## config.mk

```make
export PLATFORM = sky130hd
export DESIGN_NAME = imem_loader
export DESIGN_NICKNAME = d
export VERILOG_FILES = /design/src/rtl/imem_pkg.sv /design/src/rtl/imem_loader_byte_to_word.sv /design/src/rtl/imem_loader.sv
export SDC_FILE = /design/constraint.sdc
export NUM_CORES = 1
export LEC_CHECK = 0
export CAP_MARGIN = 10
export CORE_ASPECT_RATIO = 0.8
export CORE_MARGIN = 2
export CORE_UTILIZATION = 56
export CTS_CLUSTER_SIZE = 25
export DETAILED_ROUTE_END_ITERATION = 6
export PLACE_DENSITY_LB_ADDON = 0.2
export SLEW_MARGIN = 20
export SYNTH_ARGS = -nofsm -noshare
export SYNTH_HDL_FRONTEND = slang
export SYNTH_HIERARCHICAL = 1
export SYNTH_SLANG_ARGS = --single-unit
```

## constraint.sdc

```tcl
create_clock -name iclk -period 6.53 [get_ports iclk]
set_clock_uncertainty 0.05 [all_clocks]
set_input_delay 1.6325 -clock iclk [delete_from_list [all_inputs] [get_ports iclk]]
set_output_delay 1.6325 -clock iclk [all_outputs]
set_load 0.01 [all_outputs]
```

## src/rtl/imem_pkg.sv

```systemverilog
// imem_pkg: shared constants for the instruction-memory boot loader.
//   - loader state encodings (IDLE, HDR0, HDR1, DATA, CSUM, DONE)
//   - stream framing sizes: header bytes and bytes per word
package imem_pkg;

  localparam logic [2:0] ST_IDLE = 3'd0;
  localparam logic [2:0] ST_HDR0 = 3'd1;
  localparam logic [2:0] ST_HDR1 = 3'd2;
  localparam logic [2:0] ST_DATA = 3'd3;
  localparam logic [2:0] ST_CSUM = 3'd4;
  localparam logic [2:0] ST_DONE = 3'd5;

  localparam int HDR_BYTES  = 2;
  localparam int WORD_BYTES = 4;

endpackage

```

## src/rtl/imem_loader_byte_to_word.sv

```systemverilog
// byte_to_word: little-endian byte-to-word assembler.
// The first byte of a word lands in bits [7:0]. word_valid is a
// combinational pulse in the cycle the fourth byte is shifted in, with
// word already holding the complete value (the incoming byte on top).
// Ports:
//   clk, rst    clock, synchronous active-high reset
//   clr         drop any partial word (start of a new load)
//   shift       accept data this cycle
//   data        incoming byte
//   word_valid  fourth byte of a word is being accepted
//   word        assembled 32-bit word
module byte_to_word
  import imem_pkg::*;
(
  input  logic        clk,
  input  logic        rst,
  input  logic        clr,
  input  logic        shift,
  input  logic [7:0]  data,
  output logic        word_valid,
  output logic [31:0] word
);

  logic [23:0] sr;
  logic [1:0]  cnt;

  assign word_valid = shift && (cnt == 2'(WORD_BYTES - 1));
  assign word       = {data, sr};

  always_ff @(posedge clk) begin
    if (rst || clr) begin
      sr  <= '0;
      cnt <= '0;
    end else if (shift) begin
      sr  <= {data, sr[23:8]};
      cnt <= cnt + 2'd1;
    end
  end

endmodule

```

## src/rtl/imem_loader.sv

```systemverilog
// imem_loader: boot-time instruction memory writer.
// Receives a length-prefixed byte stream, assembles little-endian words
// and writes them to consecutive word addresses, holding the core in
// reset until a complete valid image is loaded.
// Optional build macro: IMEM_LOADER_CHECKSUM_EN adds a trailing XOR
// checksum byte over header and payload.
// Ports:
//   iclk, irst            clock, synchronous active-high reset
//   istart                start a load (only from IDLE or DONE)
//   ibyte_valid, ibyte    byte stream in
//   obyte_ready           byte accepted when ibyte_valid && obyte_ready
//   owe, oaddr, owdata    one-cycle word write to the instruction RAM
//   obusy, odone, oerr    load status
//   ocpu_rst              core reset request
//
// state | meaning
// IDLE  | after reset, waiting for istart
// HDR0  | waiting for word count low byte
// HDR1  | waiting for word count high byte
// DATA  | receiving payload words
// CSUM  | waiting for checksum byte (checksum build only)
// DONE  | load finished, status held until next istart
module imem_loader
  import imem_pkg::*;
#(
  parameter int MP_WIDTH = 32,
  parameter int MP_DEPTH = 256
) (
  input  logic                iclk,
  input  logic                irst,
  input  logic                istart,
  input  logic                ibyte_valid,
  input  logic [7:0]          ibyte,
  output logic                obyte_ready,
  output logic                owe,
  output logic [MP_WIDTH-1:0] oaddr,
  output logic [MP_WIDTH-1:0] owdata,
  output logic                obusy,
  output logic                odone,
  output logic                oerr,
  output logic                ocpu_rst
);

  localparam int CW = $clog2(MP_DEPTH + 1);

  logic [2:0]    state;
  logic [15:0]   len;
  logic [CW-1:0] word_idx;
  logic          take;
  logic          start_ok;
  logic          word_valid;
  logic [31:0]   word;
  logic [15:0]   n_full;
  logic          last_word;
`ifdef IMEM_LOADER_CHECKSUM_EN
  logic [7:0]    csum;
`endif

  assign obyte_ready = (state == ST_HDR0) || (state == ST_HDR1) ||
                       (state == ST_DATA) || (state == ST_CSUM);
  assign take        = ibyte_valid && obyte_ready;
  assign start_ok    = istart && ((state == ST_IDLE) || (state == ST_DONE));
  assign n_full      = {ibyte, len[7:0]};
  assign last_word   = (16'(word_idx) + 16'd1) == len;

  byte_to_word u_b2w (
    .clk        (iclk),
    .rst        (irst),
    .clr        (start_ok),
    .shift      (take && (state == ST_DATA)),
    .data       (ibyte),
    .word_valid (word_valid),
    .word       (word)
  );

  always_ff @(posedge iclk) begin
    if (irst) begin
      state    <= ST_IDLE;
      len      <= '0;
      word_idx <= '0;
      owe      <= 1'b0;
      oaddr    <= '0;
      owdata   <= '0;
      obusy    <= 1'b0;
      odone    <= 1'b0;
      oerr     <= 1'b0;
      ocpu_rst <= 1'b1;
`ifdef IMEM_LOADER_CHECKSUM_EN
      csum     <= '0;
`endif
    end else begin
      owe <= 1'b0;
`ifdef IMEM_LOADER_CHECKSUM_EN
      if (take && (state != ST_CSUM))
        csum <= csum ^ ibyte;
`endif
      case (state)
        ST_IDLE, ST_DONE: begin
          if (istart) begin
            state    <= ST_HDR0;
            len      <= '0;
            word_idx <= '0;
            obusy    <= 1'b1;
            odone    <= 1'b0;
            oerr     <= 1'b0;
            ocpu_rst <= 1'b1;
`ifdef IMEM_LOADER_CHECKSUM_EN
            csum     <= '0;
`endif
          end
        end
        ST_HDR0: begin
          if (take) begin
            len[7:0] <= ibyte;
            state    <= ST_HDR1;
          end
        end
        ST_HDR1: begin
          if (take) begin
            len[15:8] <= ibyte;
            if (n_full > 16'(MP_DEPTH)) begin
              // oversize image: refuse before any write reaches memory
              state    <= ST_DONE;
              obusy    <= 1'b0;
              odone    <= 1'b1;
              oerr     <= 1'b1;
              ocpu_rst <= 1'b1;
            end else if (n_full == 16'd0) begin
`ifdef IMEM_LOADER_CHECKSUM_EN
              state    <= ST_CSUM;
`else
              state    <= ST_DONE;
              obusy    <= 1'b0;
              odone    <= 1'b1;
              oerr     <= 1'b0;
              ocpu_rst <= 1'b0;
`endif
            end else begin
              state <= ST_DATA;
            end
          end
        end
        ST_DATA: begin
          if (word_valid) begin
            owe      <= 1'b1;
            owdata   <= MP_WIDTH'(word);
            oaddr    <= MP_WIDTH'({word_idx, 2'b00});
            word_idx <= word_idx + 1'b1;
            if (last_word) begin
`ifdef IMEM_LOADER_CHECKSUM_EN
              state    <= ST_CSUM;
`else
              state    <= ST_DONE;
              obusy    <= 1'b0;
              odone    <= 1'b1;
              oerr     <= 1'b0;
              ocpu_rst <= 1'b0;
`endif
            end
          end
        end
`ifdef IMEM_LOADER_CHECKSUM_EN
        ST_CSUM: begin
          if (take) begin
            state    <= ST_DONE;
            obusy    <= 1'b0;
            odone    <= 1'b1;
            oerr     <= (ibyte != csum);
            ocpu_rst <= (ibyte != csum);
          end
        end
`endif
        default: state <= ST_IDLE;
      endcase
    end
  end

endmodule

```

# == After elaboration in Yosys (flattened, before gate mapping) ==
# Index checks and enable logic that the tools add are counted.
# op_classes
magnitude_cmp,1
n_bitwise,1
add_sub_neg,3
mux,34
n_eq_ne,13
reduce_logical,23
# op_table
operator,n
case mux 8 bit (2 select lines),2
two-way mux 3 bit,7
two-way mux 9 bit,2
case mux 9 bit (2 select lines),1
== test 10 x 16 -> 1 bit,1
"> comparator 16 x 9 -> 1 bit, second input constant",1
logical NOT 16 bit,1
two-way mux 16 bit,1
two-way mux 1 bit,15
case mux 1 bit (3 select lines),4
case mux 3 bit (4 select lines),1
"adder 9 x 1 -> 10 bit, second input constant",1
"adder 9 x 1 -> 9 bit, second input constant",1
AND reduction 3 bit,3
two-way mux 8 bit,1
"!= test 2 bit, second input constant",4
"== test 3 x 2 -> 1 bit, second input constant",2
"== test 3 bit, second input constant",2
AND reduction 6 bit,1
nonzero test 2 bit,3
logical OR 1 bit,5
AND reduction 5 bit,1
logical AND 1 bit,4
OR reduction 2 bit,2
9 further kinds,9
# totals
wordCells,88
register_bits,100
output_inout_bits,70
inputBits,12

# == Logic depth before layout (Yosys ltp) ==
# logic_depth
ltp_word,9
ltp_mapped,12
mapped_depth_nobuf,9

# == Cells and area by module ==
# The synthesis kept the hierarchy.
# modules_own_cells
module,area_per_inst_um2,instances,cells_per_inst
imem_loader,3380.7,1,437
byte_to_word,1039.7,1,95

# == Worst setup path after synthesis ==
# Ideal clock, no wire load.
# synth_path
path_kind,input-to-reg
startpoint,in ibyte_valid
endpoint,reg obusy
path_slack_ps,2812
setup_time_ps,115
path_stages,11
arrival_ps,3553
n_path_buf,3
path_cell_list,clkbuf_1 -> and3_1 -> buf_6 -> buf_6 -> and2_1 -> nor4b_1 -> nand4_1 -> nor2_1 -> o2111ai_1 -> o22a_2 -> a31o_1
# synth_via
elab_chain_len,5
elab_cells_between_ends,6
# synth_lines
element,line,text
"start, declared",imem_loader.sv:32,"input logic ibyte_valid,"
logical AND 1 bit,imem_loader.sv:61,assign take = ibyte_valid && obyte_ready;
logical AND 1 bit,imem_loader.sv:70,".shift (take && (state == ST_DATA)),"
logical AND 1 bit,imem_loader_byte_to_word.sv:27,assign word_valid = shift && (cnt == 2'(WORD_BYTES - 1));
via word_valid,imem_loader.sv:51,logic word_valid;
!= test 2 x 1 -> 1 bit (no source line),--,
AND reduction 6 bit (no source line),--,
"end signal, assigned",imem_loader.sv:84,obusy <= 1'b0;
"end signal, assigned",imem_loader.sv:103,obusy <= 1'b1;
"end signal, assigned",imem_loader.sv:124,obusy <= 1'b0;
"end, declared",imem_loader.sv:38,"output logic obusy,"
# The timed path passes the listed nets, and every way through them passes these cells.
# A chain may end at the register's enable or synchronous reset.

# == Worst setup path in the final report ==
# layout_path
startpoint,in ibyte_valid
endpoint,reg word_idx[3]
# layout_via
elab_chain_len,5
# layout_lines
element,line,text
logical AND 1 bit,imem_loader.sv:61,
logical AND 1 bit,imem_loader.sv:70,
logical AND 1 bit,imem_loader_byte_to_word.sv:27,
via word_valid,imem_loader.sv:51,
!= test 2 x 1 -> 1 bit (no source line),--,
AND reduction 3 bit (no source line),--,
"end signal, assigned",imem_loader.sv:148,word_idx <= word_idx + 1'b1;
"end, declared",imem_loader.sv:48,logic [CW-1:0] word_idx;
# The timed path passes the listed nets, and every way through them passes these cells.

==> impl_metrics.toml <==
[clock_tree]
cts_buffers = 9
post_cts_resized = 0
clkSinkCount = 100
cts_tree = "yes"
htree_levels = 3
clkLatencyLatePin_ps = 360
clk_path_buf_depth = 2
cts_root_buf = "clkbuf_8"
ctsHoldBuffers = 0
cts_setup_buffers = 0
clk_pin_slew_ps = 100

[drt]
wl_met2_mm = 4.334
drt-vias-per-instance = 5.418
drcViolationCount = 0
first_pass_iters = 5
wl_met3_um = 568
vias = 3646
drt_iter0_drc = 180
drt-met1-wl_mm = 4.686
top_layer = "met4"
routed_wl_mm = 9.689
wl_per_cell_um = 14.40
ant_nets = 0

[final_layout]
layout.nets = 577
final_cells = 673
diodes = 0
areaGrowthSynthToFinish_pct = 14.35
drive_above_1_share = 0.05106

[critical_path]
endpoint_kind = "flip-flop"
crit_top_cell = "buf_4"
startpoint_type = "primary input"
crit_required_ps = 6770
worstSetupPathType = "in -> reg"
crit_fanout = 27
r2r_slack_ps = 3160
arrival_ps = 4490
crit_chain = "clkdlybuf4s50_1 > and3_1 > buf_4 > and2_1 > nand2_1 > buf_4 > or3_1 > a21oi_1"
critPathMaxStageDelay_ps = 610
crit_slowest_cell = "clkdlybuf4s50_1"

[global_routing]
overflow = 0
antenna_found_initial = 0
grt_pass1_vias = 3206
grt_pass1_wl_mm = 15.93
grtUsageTotal = 0.2312
grt_max_degree = 76

[pwr]
irDropWorstVdd_mv = 0.1318
power_leakage_nw = 1.684
p_per_area_nw_per_um2 = 232.8

[floorplanning]
die_y_um = 83.47
dieWidth_um = 103.3
start_util = 0.5869
coreArea_um2 = 7532
num_rows = 28
top_level_ports = 82
die-area_um2 = 8625

[logic_synthesis]
synth_top_area_cell = "dfxtp_1"
ys_ff_latch = 100
synth-main-ff-cell = "dfxtp_1"
yosysMostFrequentCell = "nand2_1"
synthCells = 532
avgSynthCellArea_um2 = 8.309
async_reset_ff_frac = 0
synth_top_area_frac = 0.4529
synth_area_leaders = "dfxtp_1 45%, nand2_1 9.0%, a21oi_1 7.1%, mux2i_1 5.9%, buf_4 5.3%"
netlist_area_um2 = 4420
synth_common_cells = "106 x nand2_1, 100 x dfxtp_1, 63 x a21oi_1"
ys_seq_area_frac = 0.4529
synthDistinctLibCells = 58
synth_edf_count = 0
yosys_warnings = 6

[place]
dp.cells = 657
globalplace.congestion = 0.8446
place_ws_ps = 1854
portBuffers = 58
dp_hpwl_mm = 6.806

[timing]
hold_violations = 0
fmax_mhz = 235.1
fin_crit_sh = 0.6515
setup_tns_ps = 0
drv_slew = 0
rsz0062_at_grt = "no"
fin_crit_ps = 4254
setup_viol = 0
fin_ws_ps = 2276
slew_headroom = 0.2984
worstMarginPinSlew_ps = 1049

[run]
drv_cap = 0

[status]
outcome = "finished, final reports clean"

[hold_path]
hold_class = "reg -> reg"
==> area by class of cell <==
cell class	count	area, um^2
flip-flops and latches	100	2002
fillers	645	2477
inverters	7	26.28
well taps	105	131.4
repair buffers	62	605.6
multi-input cells	383	2062
clock inverters	7	103.9
clock buffers	9	123.9
==> stage by stage <==
step	hold WS (ps)	instance area [um^2]	util	power, mW
after floorplan	381.2	4503	-	0.7303
final	405.9	5055	0.6711	1.177
after global routing	423.0	5055	0.6711	1.225
after CTS	407.0	5055	0.6711	1.181
after detailed placement	397.2	4827	0.6409	0.7461
after global placement	391.3	4827	0.6409	0.7439
==> where the power goes <==
part / internal, mW / switching [mW]
Combinational: 0.0387 / 0.0677
Clock: 0.222 / 0.220
Sequential: 0.616 / 0.0119
==> critical path: cells and delay by family <==
kind | cells | cell delay (ps)
buffers and inverters | 3 | 1400
and+or+nand+nor | 4 | 1290
AOI/OAI and AO/OA | 1 | 140
==> final timing paths <==
path,end,cells past startpoint,start
worst max register to register,word_idx[3]$_SDFFE_PP0P_,8,state[1]$_SDFFE_PP0P_
worst max-delay path,word_idx[3]$_SDFFE_PP0P_,8,ibyte_valid
worst min-delay path,owdata[7]$_SDFFE_PP0P_,2,u_b2w/sr[7]$_SDFFE_PP0P_
worst min register to register,owdata[7]$_SDFFE_PP0P_,2,u_b2w/sr[7]$_SDFFE_PP0P_
==> sequential cells by signal, summed over array words and instances, names as in the netlist <==
name and flops:
oaddr 9, odone 1, owdata 32, len 16
obusy 1, owe 1, u_b2w/sr 24, oerr 1
word_idx 9, u_b2w/cnt 2, state 3, ocpu_rst 1
==> per-layer routing <==
layer / track usage / vias to the layer above
met4: 0.04545 / 0
met2: 0.3418 / 137
met1: 0.3467 / 1686
met5: 0 / -
li1: - / 1808
met3: 0.05193 / 15
==> cells in the final DEF, fill, tap and decap left out, types with 5 or more instances in the layout <==
master           Yosys  routed
a21oi_1             63      63
xor2_1               5       5
conb_1               1      23
inv_1                7       7
nor2_1              57      57
xnor2_1              8       8
clkdlybuf4s50_1      0      57
nor3_1               8       8
nand3_1             11      11
nand2_1            106     106
o21ai_0              7       7
a22oi_1              8       8
clkbuf_8             0       9
dfxtp_1            100     100
mux2i_1             26      26
==> cells by family after synthesis <==
kind of cell	synth area share
other	0.0008483
xor gates and xnor gates	0.02576
and+or+nand+nor	0.2095
buffers and inverters	0.09935
muxes	0.05887
adders and majority gates	0.005660
DFF	0.4529
AOI/OAI and AO/OA	0.1472
(Power assumes the default switching activity.)
